<file path="src/rtl/ln_stream_sequencer_if.sv">
// Stream bundle for ln_stream_sequencer.
//   s_*  : single 32-bit AXI-Stream input from the host DMA.
//   m_*  : shared data plus per-sink one-hot valid/ready/last towards the parameter sinks.
// modport master : the sequencer side (accepts s_*, drives m_*).
// modport slave  : the environment side (drives s_*, accepts m_*).
interface ln_stream_sequencer_if #(
   parameter int unsigned NUM_DEST = 9
);
   logic [31:0]         s_TDATA;
   logic                s_TVALID;
   logic                s_TREADY;
   logic                s_TLAST;
   logic [31:0]         m_TDATA;
   logic [NUM_DEST-1:0] m_TVALID;
   logic [NUM_DEST-1:0] m_TREADY;
   logic [NUM_DEST-1:0] m_TLAST;

   modport master (
      input  s_TDATA, s_TVALID, s_TLAST, m_TREADY,
      output s_TREADY, m_TDATA, m_TVALID, m_TLAST
   );

   modport slave (
      output s_TDATA, s_TVALID, s_TLAST, m_TREADY,
      input  s_TREADY, m_TDATA, m_TVALID, m_TLAST
   );
endinterface

</file>
<file path="src/rtl/ln_stream_sequencer.sv">
// Descriptor-driven scheduler for the LayerNorm/matmul parameter path.
// Walks a table of (dest, len) segments and routes the input stream to one sink at a time,
// generating a per-segment TLAST and a done pulse when the table has been consumed.
//
// Ports:
//   clk, rst_n          clock, synchronous active-low reset
//   cfg_we/addr/dest/len table write port (ignored unless idle)
//   cfg_count           number of valid entries, sampled on start
//   start               begin a sequence (honoured only when idle)
//   busy, done, err     status; err[0] bad dest id, err[1] TLAST mismatch (sticky)
//   strm                stream bundle (master modport): s_* input, m_* one-hot sinks
//
// Optional feature: define SEQ_TLAST_CHECK_EN to compare s_TLAST against the computed last
// on every accepted beat and flag mismatches in err[1]. Without it, s_TLAST is ignored.
module ln_stream_sequencer #(
   parameter int unsigned NUM_DEST = 9,
   parameter int unsigned DEST_W   = 4,
   parameter int unsigned LEN_W    = 24,
   parameter int unsigned SEQ_AW   = 4
) (
   input  logic                  clk,
   input  logic                  rst_n,
   input  logic                  cfg_we,
   input  logic [SEQ_AW-1:0]     cfg_addr,
   input  logic [DEST_W-1:0]     cfg_dest,
   input  logic [LEN_W-1:0]      cfg_len,
   input  logic [SEQ_AW:0]       cfg_count,
   input  logic                  start,
   output logic                  busy,
   output logic                  done,
   output logic [1:0]            err,
   ln_stream_sequencer_if.master strm
);

   localparam int unsigned Depth = 2 ** SEQ_AW;

   typedef enum logic [1:0] {StIdle, StFetch, StStream, StDrain} state_e;

   state_e               state;
   logic [DEST_W-1:0]    tbl_dest [Depth];
   logic [LEN_W-1:0]     tbl_len  [Depth];
   logic [SEQ_AW:0]      idx;
   logic [SEQ_AW:0]      count;
   logic [DEST_W-1:0]    cur_dest;
   logic [LEN_W-1:0]     cur_len;
   logic [LEN_W-1:0]     beat;
   logic                 out_v;
   logic                 out_last;
   logic [31:0]          out_data;

   logic [DEST_W-1:0]    ent_dest;
   logic [LEN_W-1:0]     ent_len;
   logic                 ent_bad;
   logic [NUM_DEST-1:0]  sel;
   logic                 sel_ready;
   logic                 s_accept;
   logic                 out_pop;
   logic                 beat_last;

   assign ent_dest = tbl_dest[idx[SEQ_AW-1:0]];
   assign ent_len  = tbl_len[idx[SEQ_AW-1:0]];
   assign ent_bad  = 32'(ent_dest) >= NUM_DEST;

   // One-hot select of the current sink; ready of non-selected sinks never matters.
   always_comb begin
      sel = '0;
      for (int unsigned i = 0; i < NUM_DEST; i++) begin
         sel[i] = (32'(cur_dest) == i);
      end
   end

   assign sel_ready = |(sel & strm.m_TREADY);
   assign out_pop   = out_v & sel_ready;
   assign beat_last = (beat == cur_len - LEN_W'(1));

   // Ready while the holding register is empty or draining this cycle: one beat per cycle.
   assign strm.s_TREADY = (state == StStream) & (~out_v | sel_ready);
   assign s_accept      = strm.s_TVALID & strm.s_TREADY;

   assign strm.m_TDATA  = out_data;
   assign strm.m_TVALID = out_v ? sel : '0;
   assign strm.m_TLAST  = (out_v & out_last) ? sel : '0;

   // Table contents survive reset on purpose; only the sequencing state is cleared.
   always_ff @(posedge clk) begin
      if (cfg_we && state == StIdle) begin
         tbl_dest[cfg_addr] <= cfg_dest;
         tbl_len[cfg_addr]  <= cfg_len;
      end
   end

   always_ff @(posedge clk) begin
      if (!rst_n) begin
         state    <= StIdle;
         idx      <= '0;
         count    <= '0;
         cur_dest <= '0;
         cur_len  <= '0;
         beat     <= '0;
         out_v    <= 1'b0;
         out_last <= 1'b0;
         out_data <= '0;
         busy     <= 1'b0;
         done     <= 1'b0;
         err      <= '0;
      end else begin
         done <= 1'b0;
         // Drain first; a simultaneous accept below refills the register.
         if (out_pop) out_v <= 1'b0;

         case (state)
            StIdle: begin
               if (start) begin
                  state <= StFetch;
                  count <= cfg_count;
                  idx   <= '0;
                  err   <= '0;
                  busy  <= 1'b1;
               end
            end
            StFetch: begin
               if (idx == count) begin
                  state <= StIdle;
                  busy  <= 1'b0;
                  done  <= 1'b1;
               end else if (ent_len == '0) begin
                  idx <= idx + (SEQ_AW + 1)'(1);
               end else if (ent_bad) begin
                  err[0] <= 1'b1;
                  idx    <= idx + (SEQ_AW + 1)'(1);
               end else begin
                  cur_dest <= ent_dest;
                  cur_len  <= ent_len;
                  beat     <= '0;
                  state    <= StStream;
               end
            end
            StStream: begin
               if (s_accept) begin
                  out_v    <= 1'b1;
                  out_data <= strm.s_TDATA;
                  out_last <= beat_last;
                  beat     <= beat + LEN_W'(1);
`ifdef SEQ_TLAST_CHECK_EN
                  if (strm.s_TLAST != beat_last) err[1] <= 1'b1;
`endif
                  if (beat_last) state <= StDrain;
               end
            end
            StDrain: begin
               if (out_pop) begin
                  idx   <= idx + (SEQ_AW + 1)'(1);
                  state <= StFetch;
               end
            end
            default: state <= StIdle;
         endcase
      end
   end

endmodule

</file>
<file path="src/flat_wrapper.sv">
// flat-port wrapper written by rule: the top's interface ports become plain ports
module ln_stream_sequencer_flat 
#(
   parameter int unsigned NUM_DEST = 9,
   parameter int unsigned DEST_W   = 4,
   parameter int unsigned LEN_W    = 24,
   parameter int unsigned SEQ_AW   = 4
)
  (clk, rst_n, cfg_we, cfg_addr, cfg_dest, cfg_len, cfg_count, start, busy, done, err, strm_s_TDATA, strm_s_TVALID, strm_s_TLAST, strm_m_TREADY, strm_s_TREADY, strm_m_TDATA, strm_m_TVALID, strm_m_TLAST);
  ln_stream_sequencer_if #(.NUM_DEST(NUM_DEST)) strm_i ();
  input  logic clk;
  input  logic rst_n;
  input  logic cfg_we;
  input  logic [SEQ_AW-1:0] cfg_addr;
  input  logic [DEST_W-1:0] cfg_dest;
  input  logic [LEN_W-1:0] cfg_len;
  input  logic [SEQ_AW:0] cfg_count;
  input  logic start;
  output logic busy;
  output logic done;
  output logic [1:0] err;
  input wire logic [$bits(strm_i.s_TDATA)-1:0] strm_s_TDATA;
  input wire logic [$bits(strm_i.s_TVALID)-1:0] strm_s_TVALID;
  input wire logic [$bits(strm_i.s_TLAST)-1:0] strm_s_TLAST;
  input wire logic [$bits(strm_i.m_TREADY)-1:0] strm_m_TREADY;
  output wire logic [$bits(strm_i.s_TREADY)-1:0] strm_s_TREADY;
  output wire logic [$bits(strm_i.m_TDATA)-1:0] strm_m_TDATA;
  output wire logic [$bits(strm_i.m_TVALID)-1:0] strm_m_TVALID;
  output wire logic [$bits(strm_i.m_TLAST)-1:0] strm_m_TLAST;
  assign strm_i.s_TDATA = strm_s_TDATA;
  assign strm_i.s_TVALID = strm_s_TVALID;
  assign strm_i.s_TLAST = strm_s_TLAST;
  assign strm_i.m_TREADY = strm_m_TREADY;
  assign strm_s_TREADY = strm_i.s_TREADY;
  assign strm_m_TDATA = strm_i.m_TDATA;
  assign strm_m_TVALID = strm_i.m_TVALID;
  assign strm_m_TLAST = strm_i.m_TLAST;
  ln_stream_sequencer #(.NUM_DEST(NUM_DEST), .DEST_W(DEST_W), .LEN_W(LEN_W), .SEQ_AW(SEQ_AW)) u_core (.clk(clk), .rst_n(rst_n), .cfg_we(cfg_we), .cfg_addr(cfg_addr), .cfg_dest(cfg_dest), .cfg_len(cfg_len), .cfg_count(cfg_count), .start(start), .busy(busy), .done(done), .err(err), .strm(strm_i));
endmodule
</file>
<file path="config.mk">
export PLATFORM = sky130hd
export DESIGN_NAME = ln_stream_sequencer_flat
export DESIGN_NICKNAME = d
export VERILOG_FILES = /design/src/rtl/ln_stream_sequencer_if.sv /design/src/rtl/ln_stream_sequencer.sv /design/src/flat_wrapper.sv
export SDC_FILE = /design/constraint.sdc
export NUM_CORES = 1
export LEC_CHECK = 0
export ABC_AREA = 1
export BUFFER_PORTS_ARGS = -buffer_cell sky130_fd_sc_hd__buf_2
export CORE_ASPECT_RATIO = 1.1
export CORE_MARGIN = 5
export CORE_UTILIZATION = 28
export CTS_BUF_LIST = sky130_fd_sc_hd__clkbuf_2 sky130_fd_sc_hd__clkbuf_4 sky130_fd_sc_hd__clkbuf_8
export CTS_CLUSTER_DIAMETER = 40
export CTS_CLUSTER_SIZE = 28
export DETAILED_ROUTE_END_ITERATION = 10
export SYNTH_ARGS = -nofsm -noshare
export SYNTH_HDL_FRONTEND = slang
export SYNTH_SLANG_ARGS = --single-unit
</file>
<file path="constraint.sdc">
create_clock -name clk -period 6.5 [get_ports clk]
set_input_delay 1.3 -clock clk [delete_from_list [all_inputs] [get_ports clk]]
set_output_delay 1.3 -clock clk [all_outputs]
set_load 0.005 [all_outputs]
</file>
==> results of run 1 <==
==> cells by family after synthesis <==
kind of cell,count (synthesis),share of synthesized area [%]
buffers and inverters,327,5.686
adder cells (fa/ha/maj),8,0.4109
XOR/XNOR,47,1.690
flip-flops,553,63.85
other,1,0.01539
AND/OR/NAND/NOR,1396,23.47
AO/OA/AOI/OAI,215,4.874
==> worst min path at each step <==
stage                               startpoint                              end  cells past startpoint
6_report              u_core.busy$_SDFFE_PN0P_         u_core.busy$_SDFFE_PN0P_                      2
2_1_floorplan     u_core.out_last$_SDFFE_PN0P_     u_core.out_last$_SDFFE_PN0P_                      2
3_5_place_dp          u_core.busy$_SDFFE_PN0P_         u_core.busy$_SDFFE_PN0P_                      2
5_1_grt        u_core.cur_len[23]$_SDFFE_PN0P_  u_core.cur_len[23]$_SDFFE_PN0P_                      2
4_1_cts               u_core.busy$_SDFFE_PN0P_         u_core.busy$_SDFFE_PN0P_                      2
3_3_place_gp          u_core.busy$_SDFFE_PN0P_         u_core.busy$_SDFFE_PN0P_                      2
==> cell type report <==
type / instances / area, um^2 / share of cell area (%)
Inverter: 198 / 752.0 / 2.638
Antenna cell: 5 / 12.51 / 0.04389
Multi-Input combinational cell: 1667 / 7546 / 26.47
Clock inverter: 66 / 877.1 / 3.077
Timing Repair Buffer: 169 / 978.4 / 3.432
Tap cell: 1150 / 1439 / 5.048
Clock buffer: 101 / 1340 / 4.701
Sequential cell: 553 / 15560 / 54.59
==> tightest hold or removal path, delay by kind of cell (launching register included) <==
kind               cells  cell delay, ns
AOI/OAI and AO/OA      1            0.05
and+or+nand+nor        1            0.06
DFF                    1            0.32
==> where the power goes <==
part           total (mW)  internal (mW)  switching (mW)
clock network        3.68           2.15            1.53
registers            4.15           4.02           0.130
logic                2.80          0.866            1.94
total                10.6           7.04            3.60
==> registers in the layout (all words and copies together) (netlist names), named ones only <==
name                 cells
u_core.tbl_len         384
u_core.tbl_dest         64
u_core.strm.m_TDATA     32
u_core.beat             24
u_core.cur_len          24
u_core.count             5
u_core.idx               5
u_core.cur_dest          4
u_core.state             2
u_core.busy              1
u_core.done              1
u_core.err               1
u_core.out_last          1
u_core.out_v             1
==> cell usage after synthesis (2+ instances only) <==
cell type  instances
a21oi_1           52
buf_6              7
clkbuf_1          46
o21bai_1           2
inv_2              3
nor3b_1            3
ha_1               8
o211ai_1          36
buf_2             55
o21ai_0          109
edfxtp_1         448
dfxtp_1          105
inv_1            193
nand2_2            2
or2_2              2
nor2_1           388
nand4_1           27
nor3_1            14
nand2_1          687
nand3_1          260
o21ai_1           11
xnor2_1           23
nand3b_1           6
nor4_1             4
buf_4              9
xor2_1            24
and3_1             2
buf_1             12
o221ai_1           4
==> metrics by stage <==
| step | power, mW | hold slack [ns] | util [%] |
|---|---|---|---|
| 6_report | 10.64 | 0.4723 | 33.00 |
| 5_1_grt | 11.32 | 0.4990 | 32.99 |
| 4_1_cts | 10.75 | 0.4759 | 32.98 |
| 3_5_place_dp | 7.050 | 0.4651 | 30.42 |
| 3_3_place_gp | 7.031 | 0.4505 | 30.42 |
| 2_1_floorplan | 6.311 | 0.4456 | - |
==> metal layers <==
metal | track usage, % | vias to the layer above | part of all wire, %
li1 | - | 8755 | -
met1 | 17.05 | 8286 | 43
met2 | 22.57 | 450 | 48
met3 | 3.243 | 141 | 6.1
met4 | 4.270 | 10 | 2.6
met5 | 0 | - | 0.10
==> results, run 1 <==
- The part of the Yosys area used for sequential elements is 63.85%.
- The number of pins with negative max-slew slack in the final report is 0.
- After the first detailed-routing iteration, the DRC count stood at 1,331.
- Setup repair after global routing left no endpoint under its margin.
- After detailed routing, the number of remaining DRC violations is 0.
- The maximum single-stage delay on the critical path is 0.85 ns.
- The first-pass iteration count of the detailed router is 5.
- The post-synth net total is 2,639.
- The clock root buffer is clkbuf_8.
- The worst register-to-register path ends at u_core.cur_len[21]$_SDFFE_PN0P_.
- STA puts the critical path data required time at 7.04 ns.
- The overall routing resource usage is 13.39%.
- TritonCTS built the clock tree.
- The initialized floorplan defines 113 standard-cell rows.
- The slowest stage of the critical path belongs to the cell nand3_2.
- The run finished with clean final reports.
- The summed area of non-filler cells in the final layout is 28,510 um^2.
- The placer's final routability congestion estimate is 0.8198.
- The CTS buffer count is 90.
- The synthesized netlist occupies a cell area of 24,360 um^2.
- Each instance of the synthesized netlist takes up on average 9.565 um^2.
- In the post-route analysis, the smallest setup slack over all paths is 2.051 ns.
- After detailed routing, the total wire length is 64,190 um.
- The number of filler instances in the final layout is 8,772.
- After the flow finishes, the layout carries non-filler instances totaling 3,909.
- The clock reaches the later pin of the worst-skew pair after 0.72 ns.
- The worst min-delay path category is register to register.
- The first-pass GRT wire length is 98,680 um.
- The total clock sinks is 553.
- At the pin with the least slew margin, the transition time is 0.9702 ns.
- 139 I/O pins were placed.
- The distinct cell type count of the synthesized netlist is 34.
- edfxtp_1 takes more of the synthesized area than any other cell.
- The clock-pin slew on the worst setup and hold paths is 0.08 ns.
- The number of endpoints with negative hold slack in the final report is 0.
- The most frequent standard cell in the layout excluding fill and tap cells is nand2_1.
- From left edge to right edge, the die measures 291.2 um.
- The standard cell core area is 86,390 um^2.
- The synthesized design contains 553 register bits.
- Adding up every negative setup slack in the final design gives 0 ns.
- The via count of the first global-routing pass was 16.85k.
- The pin count of the biggest net entering global routing is 150.
- The worst-case vdd ir drop is 0.2632 mV.
- The floorplan step defined a die boundary enclosing 93,010 um^2.
- The worst clock skew on the final layout is 0.07255 ns.
- The final cycle utilization of the critical path is 68.45%.
- In the final design database the tool counted 2,771 nets.
- Relative to the synthesized area, the layout overhead comes to 17.02%.
- Max-cap violations in this run came to 0.
- The total of warnings raised by yosys is 0.
- The register-to-register setup slack is 2.05 ns.
- The detailed placement HPWL is 37,010 um.
- The post-CTS resize count is 0.
- The initial antenna violation count is 12.
- After detailed placement, the design holds a cell count of 3,737.
- The library cells used most frequently in the layout, excluding fill and tap cells, are 687 x nand2_1, 448 x edfxtp_1, 372 x nor2_1, 259 x nand3_1, 193 x inv_1.
- Setup violations remaining at the end of the flow were counted as 0.
- The mean routed wirelength per cell is 16.42 um.
- The shortest period the worst path allows is 4.449 ns.
- The buffering stage count on the worst path with inverters included is 3.
- In this run the vertical extent of the chip is 319.4 um.
- The post-route antenna net violation count is 0.
- The standard cell area after detailed placement is 26,280 um^2.
- The maximum count of clock buffers along a single path is 3.
- The startpoint type of the worst setup path is a register.
- By startpoint and endpoint, the worst setup path is classified as register to register.
- The most used flip-flop cell after synthesis is edfxtp_1.
- The total vias in the final route is 17.64k.
- Prior to clock tree synthesis, the placed netlist has a worst setup slack of 2.049 ns.
- The family with the most delay on the worst path is simple AND/OR/NAND/NOR gates.
- During placement, the flow inserted port buffers numbering 136.
- The arrival time of the worst setup path is 4.99 ns.
- The leakage power is 11.02 nW.
- The top cell type by area accounts for 55.22% of the synthesized area.
- The remaining global-route overflow is 0.
- Walking the worst path, the cells encountered are buf_4 -> inv_4 -> buf_12 -> nor2_1 -> o21ai_0 -> nand3_1 -> nand3_1 -> nand2_1 -> nor2_1 -> nand2_1 -> nor2_1 -> nand3_1 -> nand3_2 -> nand2_1 -> nand2_1 -> nor2_1.
- For this run, the top clock speed supported by timing is 224.8 MHz.
- The number of H-tree levels is 3.
- The via-per-instance ratio is 4.513.
- Post-CTS timing repair inserted 0 buffers for setup.
- The hold buffer count at cts is 0.
- The ratio of cells with drive above 1 in the final layout is 12.78%.
- The number of synthesized flops with an enable pin is 448.
- For this design the ratio of total power to cell area is 373.1 nW/um^2.
- Once the floorplan was initialized, standard cells occupied 28.20% of the core.
- The critical path ends at u_core.cur_len[21]$_SDFFE_PN0P_.
- The worst-case headroom to the max-slew limit is 35.32%.
- The number of logic stages on the critical path including buffering is 16.
- By area the synthesized netlist is led by edfxtp_1 55%, nand2_1 11%, dfxtp_1 8.6%.
- After synthesis, the share of flip-flops with an asynchronous set or reset is 0%.
- The depth of the worst register-to-register path is 16.
- STA classifies the critical path endpoint as a register.
- The gate count after technology mapping is 2,547.
- Along the worst path, the maximum fanout reaches 59.
No activity file was read; power rests on OpenSTA's default activity.
==> run 2: changes to the inputs <==
--- a/config.mk
+++ b/config.mk
@@ -5,7 +5,7 @@
 export SDC_FILE = /design/constraint.sdc
 export NUM_CORES = 1
 export LEC_CHECK = 0
-export ABC_AREA = 1
+export ABC_AREA = 0
 export BUFFER_PORTS_ARGS = -buffer_cell sky130_fd_sc_hd__buf_2
 export CORE_ASPECT_RATIO = 1.1
 export CORE_MARGIN = 5
==> constraint.sdc (replaced) <==
create_clock -name clk -period 4 [get_ports clk]
set_input_delay 0.8 -clock clk [delete_from_list [all_inputs] [get_ports clk]]
set_output_delay 0.8 -clock clk [all_outputs]
set_load 0.005 [all_outputs]
==> run 2 against run 1 <==
Compared with the run above: die area shrank 7.1%; global-route usage is 1.1 points lower; synthesized area decreased by 7.4%; total power up 34%; non-clock buffer count increased by 13; sequential share of layout area rose by 3.3 points; cell count decreased by 30%; fmax rose by 19%; setup slack worse by 1.8 ns; via count fell by 25%; final area down 5.8%; worst hold slack worse by 0.11 ns.
==> results, run 2 <==
- In this run the critical register-to-register path is captured at u_core.idx[3]$_SDFFE_PN0P_.
- The number of synthesized flops with an enable pin is 448.
- The number of antenna diodes is 0.
- The post-route setup TNS is 0 ns.
- Across the run, the number of max-cap violations was 0.
- The via count of the first global-routing pass is 13.58k.
- The ratio of cells with drive above 1 in the final layout is 29.51%.
- Measured along the x axis, the die boundary spans 280.7 um.
- Input and output buffers added on the ports amount to 136.
- Sequential cells were found to cover 68.93% of the synthesized design area.
- The pin count of the biggest net entering global routing is 44.
- The distinct cell type count of the synthesized netlist is 74.
- The worst hold path was traced through 3 stages.
- The hold-critical path endpoint is u_core.strm.m_TDATA[10]$_SDFFE_PN0P_.
- The area growth from synthesis to layout is 19.03%.
- The total of warnings raised by yosys is 0.
- For this run, design rule violations remaining after detail routing come to 0.
- The number of pins with negative max-slew slack in the final report came to 0.
- After clock tree synthesis, the clock-pin slew on the worst setup and hold paths is 0.07 ns.
- The mean routed wirelength per cell is 19.81 um.
- The I/O pin count is 139.
- The average footprint of a synthesized cell is 15.88 um^2.
- The worst-case IR drop observed on VDD is 0.2406 mV.
- Derived from the worst setup path, the maximum achievable clock frequency is 267.0 MHz.
- Global routing used 12.26% of the available tracks across all layers.
- The critical path in this run is classified as register to register.
- The total vias in the final route is 13.19k.
- The initial antenna violation count came to 9.
- Measured against its own limit, the worst slew margin works out to 29.99%.
- The most frequent standard cell in the layout excluding fill and tap cells is edfxtp_1.
- For this run the aggregate overflow at the end of global routing stands at 0.
- Of the post-synthesis cell area, the dominant cell type holds 59.61%.
- The number of endpoints with negative hold slack in the final report is 0.
- Clock latency on the worst-skew pair, taken at its later pin, is 0.72 ns.
- The post-route antenna net violation count is 0.
- The first global-routing pass estimated 82,030 um of wire.
- At the end of routability-driven placement, the weighted congestion stood at 0.8215.
- Setup violations remaining at the end of the flow were counted as 0.
- The worst min-delay path category is primary input to register.
- Once detailed placement completed, the half-perimeter wirelength came to 32,740 um.
- For this configuration, the core starts out at a cell density of 28.14%.
- Setup repair after global routing left no endpoint under its margin.
- The flow ran to the end, and the final reports show no timing, DRC or antenna violations.
- CTS built an H-tree with a depth of 3.
- The number of nets in the synthesized netlist is 1,513.
- The first-pass iteration count of the detailed router is 7.
- The number of nets in the layout is 1,708.
- The total area inside the core boundary comes to 80,190 um^2.
- The depth of the worst register-to-register path is 10.
- The maximum count of clock buffers along a single path is 3.
- At the pin with the least slew margin, the transition time is 1.048 ns.
- The post-synthesis instance area is 22,570 um^2.
- The register-to-register setup slack is 0.25 ns.
- The number of design-rule violations left by the first detailed-router iteration is 1,180.
- The floorplan has 109 rows.
- The launch point of the worst hold path is strm_s_TDATA[10].
- The clock root buffer is clkbuf_8.
- In this run, CTS created clock tree buffers numbering 87.
- Counting every sink on the clock net gives 553.
- The flip-flop and latch count after synthesis is 553.
- Dividing the detail-routed via count by the number of cells gives 4.806.
- The gate count after technology mapping is 1,421.
- The arrival time of the worst setup path is 4.27 ns.
- The routed design could run at a clock period as short as 3.746 ns.
- Power spread over the standard cell area amounts to 529.7 nW/um^2.
- The floorplan step defined a die boundary enclosing 86,380 um^2.
- The startpoint type of the worst setup path is a register.
- The most used flip-flop cell after synthesis is edfxtp_1.
- The commonest cells after synthesis are 448 x edfxtp_1, 145 x nand2_1, 113 x mux4_2.
- The required arrival time at the worst endpoint is 4.53 ns.
- Leaving out fill and tap cells, the most frequent cells in the layout are 448 x edfxtp_1, 145 x nand2_1, 136 x buf_2, 113 x mux4_2, 103 x dfxtp_1.
- The leakage power is 8.615 nW.
- The die is 307.8 um tall.
- The share of async-settable or async-resettable flops after synthesis is 0%.
- The register name with the most flops is u_core.tbl_len.
- The final cycle utilization of the critical path is 93.65%.
- Clock skew on the completed layout was measured at 0.05536 ns.
- The critical path endpoint category is a register.
- edfxtp_1 takes more of the synthesized area than any other cell.
- The flip-flop count of the largest register, all copies and words added is 384.
- The sum of routed wire length over all layers is 54,370 um.
- Of all nets on the critical path, the largest fanout is 12.
- The design draws 14.23 mW.
- The library cell with the highest instance count after synthesis is edfxtp_1.
- TritonCTS built the clock tree.
- Sorting the synthesized cells by area gives the leading types as edfxtp_1 60%, mux4_2 11%, dfxtp_1 9.3%.
run 2: changes by cell type after synthesis, moves of 31 or more:
| cell | previous run | this run |
|---|---|---|
| a22oi_1 | 0 | 35 |
| nor2_1 | 388 | 83 |
| buf_2 | 55 | 20 |
| o21ai_0 | 109 | 10 |
| nand2_1 | 687 | 145 |
| mux2i_1 | 0 | 53 |
| o211ai_1 | 36 | 5 |
| mux4_2 | 0 | 113 |
| inv_1 | 193 | 21 |
| nand3_1 | 260 | 31 |
run 2: through the flow:
| stage | hold WS (ns) | cells | setup WS (ns) | utilization [%] | instance area, um^2 |
|---|---|---|---|---|---|
| after floorplan | 0.4478 | 1421 | 0.2671 | - | 22570 |
| after global placement | 0.4393 | 2582 | 0.1835 | 30.85 | 24740 |
| after detailed placement | 0.4468 | 2582 | 0.1403 | 30.85 | 24740 |
| after CTS | 0.3070 | 2746 | 0.08838 | 33.48 | 26850 |
| after global routing | 0.3188 | 2745 | 0.006868 | 33.50 | 26860 |
| final | 0.3639 | 2745 | 0.2541 | 33.50 | 26860 |
run 2: layout make-up:
class	instances	area, um^2
clock buffers	95	1282
flip-flops and latches	553	15560
fillers	7687	53330
well taps	1054	1319
clock inverters	69	825.8
repair buffers	182	1142
inverters	22	82.58
multi-input cells	770	6648
run 2: cell families (layout without fill, tap and decap cells):
group / Yosys count / count (layout) / share of synthesized area, %
buffers and inverters: 98 / 368 / 2.201
adders and majority gates: 8 / 8 / 0.4436
and+or+nand+nor: 384 / 384 / 8.145
DFF: 553 / 553 / 68.93
other: 1 / 1 / 0.01662
xor gates and xnor gates: 31 / 31 / 1.203
AOI/OAI and AO/OA: 180 / 180 / 5.434
muxes: 166 / 166 / 13.63
run 2: critical path, stage by stage, from the launching register on:
cell	delay [ns]
dfxtp_4	0.55
buf_6	0.26
mux4_2	0.52
a22oi_1	0.26
nand2_1	0.21
nor4_1	0.41
nand4bb_2	0.25
o21ai_4	0.29
a21oi_2	0.15
o31ai_1	0.50
a2bb2oi_1	0.17
run 2: per-layer routing:
metal / vias to the layer above / GRT usage [%] / part of all wire (%)
met5: - / 0 / 0.10
met1: 6698 / 15.12 / 41
li1: 5997 / - / -
met3: 120 / 2.858 / 5.4
met2: 370 / 21.28 / 51
met4: 8 / 4.043 / 2.8
run 2: power by group:
part	internal, mW	switching, mW	leakage [nW]	total [mW]
Sequential	6.36	0.132	4.89	6.50
Clock	3.10	2.56	1.05	5.66
Combinational	0.950	1.12	2.67	2.07
Total	10.4	3.82	8.62	14.2
run 2: worst max path at each step:
stage,end,slack (ns),startpoint
floorplan,u_core.tbl_dest[0][0]$_DFFE_PP_,0.27,u_core.state[0]$_SDFFE_PN0P_
global placement,register,0.18,register
detailed placement,u_core.cur_len[2]$_SDFFE_PN0P_,0.14,register
CTS,u_core.cur_len[2]$_SDFFE_PN0P_,0.09,register
global route,register,0.007,register
finish,u_core.idx[3]$_SDFFE_PN0P_,0.25,register
run 2: repair_timing:
item / in CTS / in global routing
hold buffers: 0 / 0
resized for setup: 0 / 4
buffers inserted: 0 / 0
setup endpoints to repair: 0 / 37
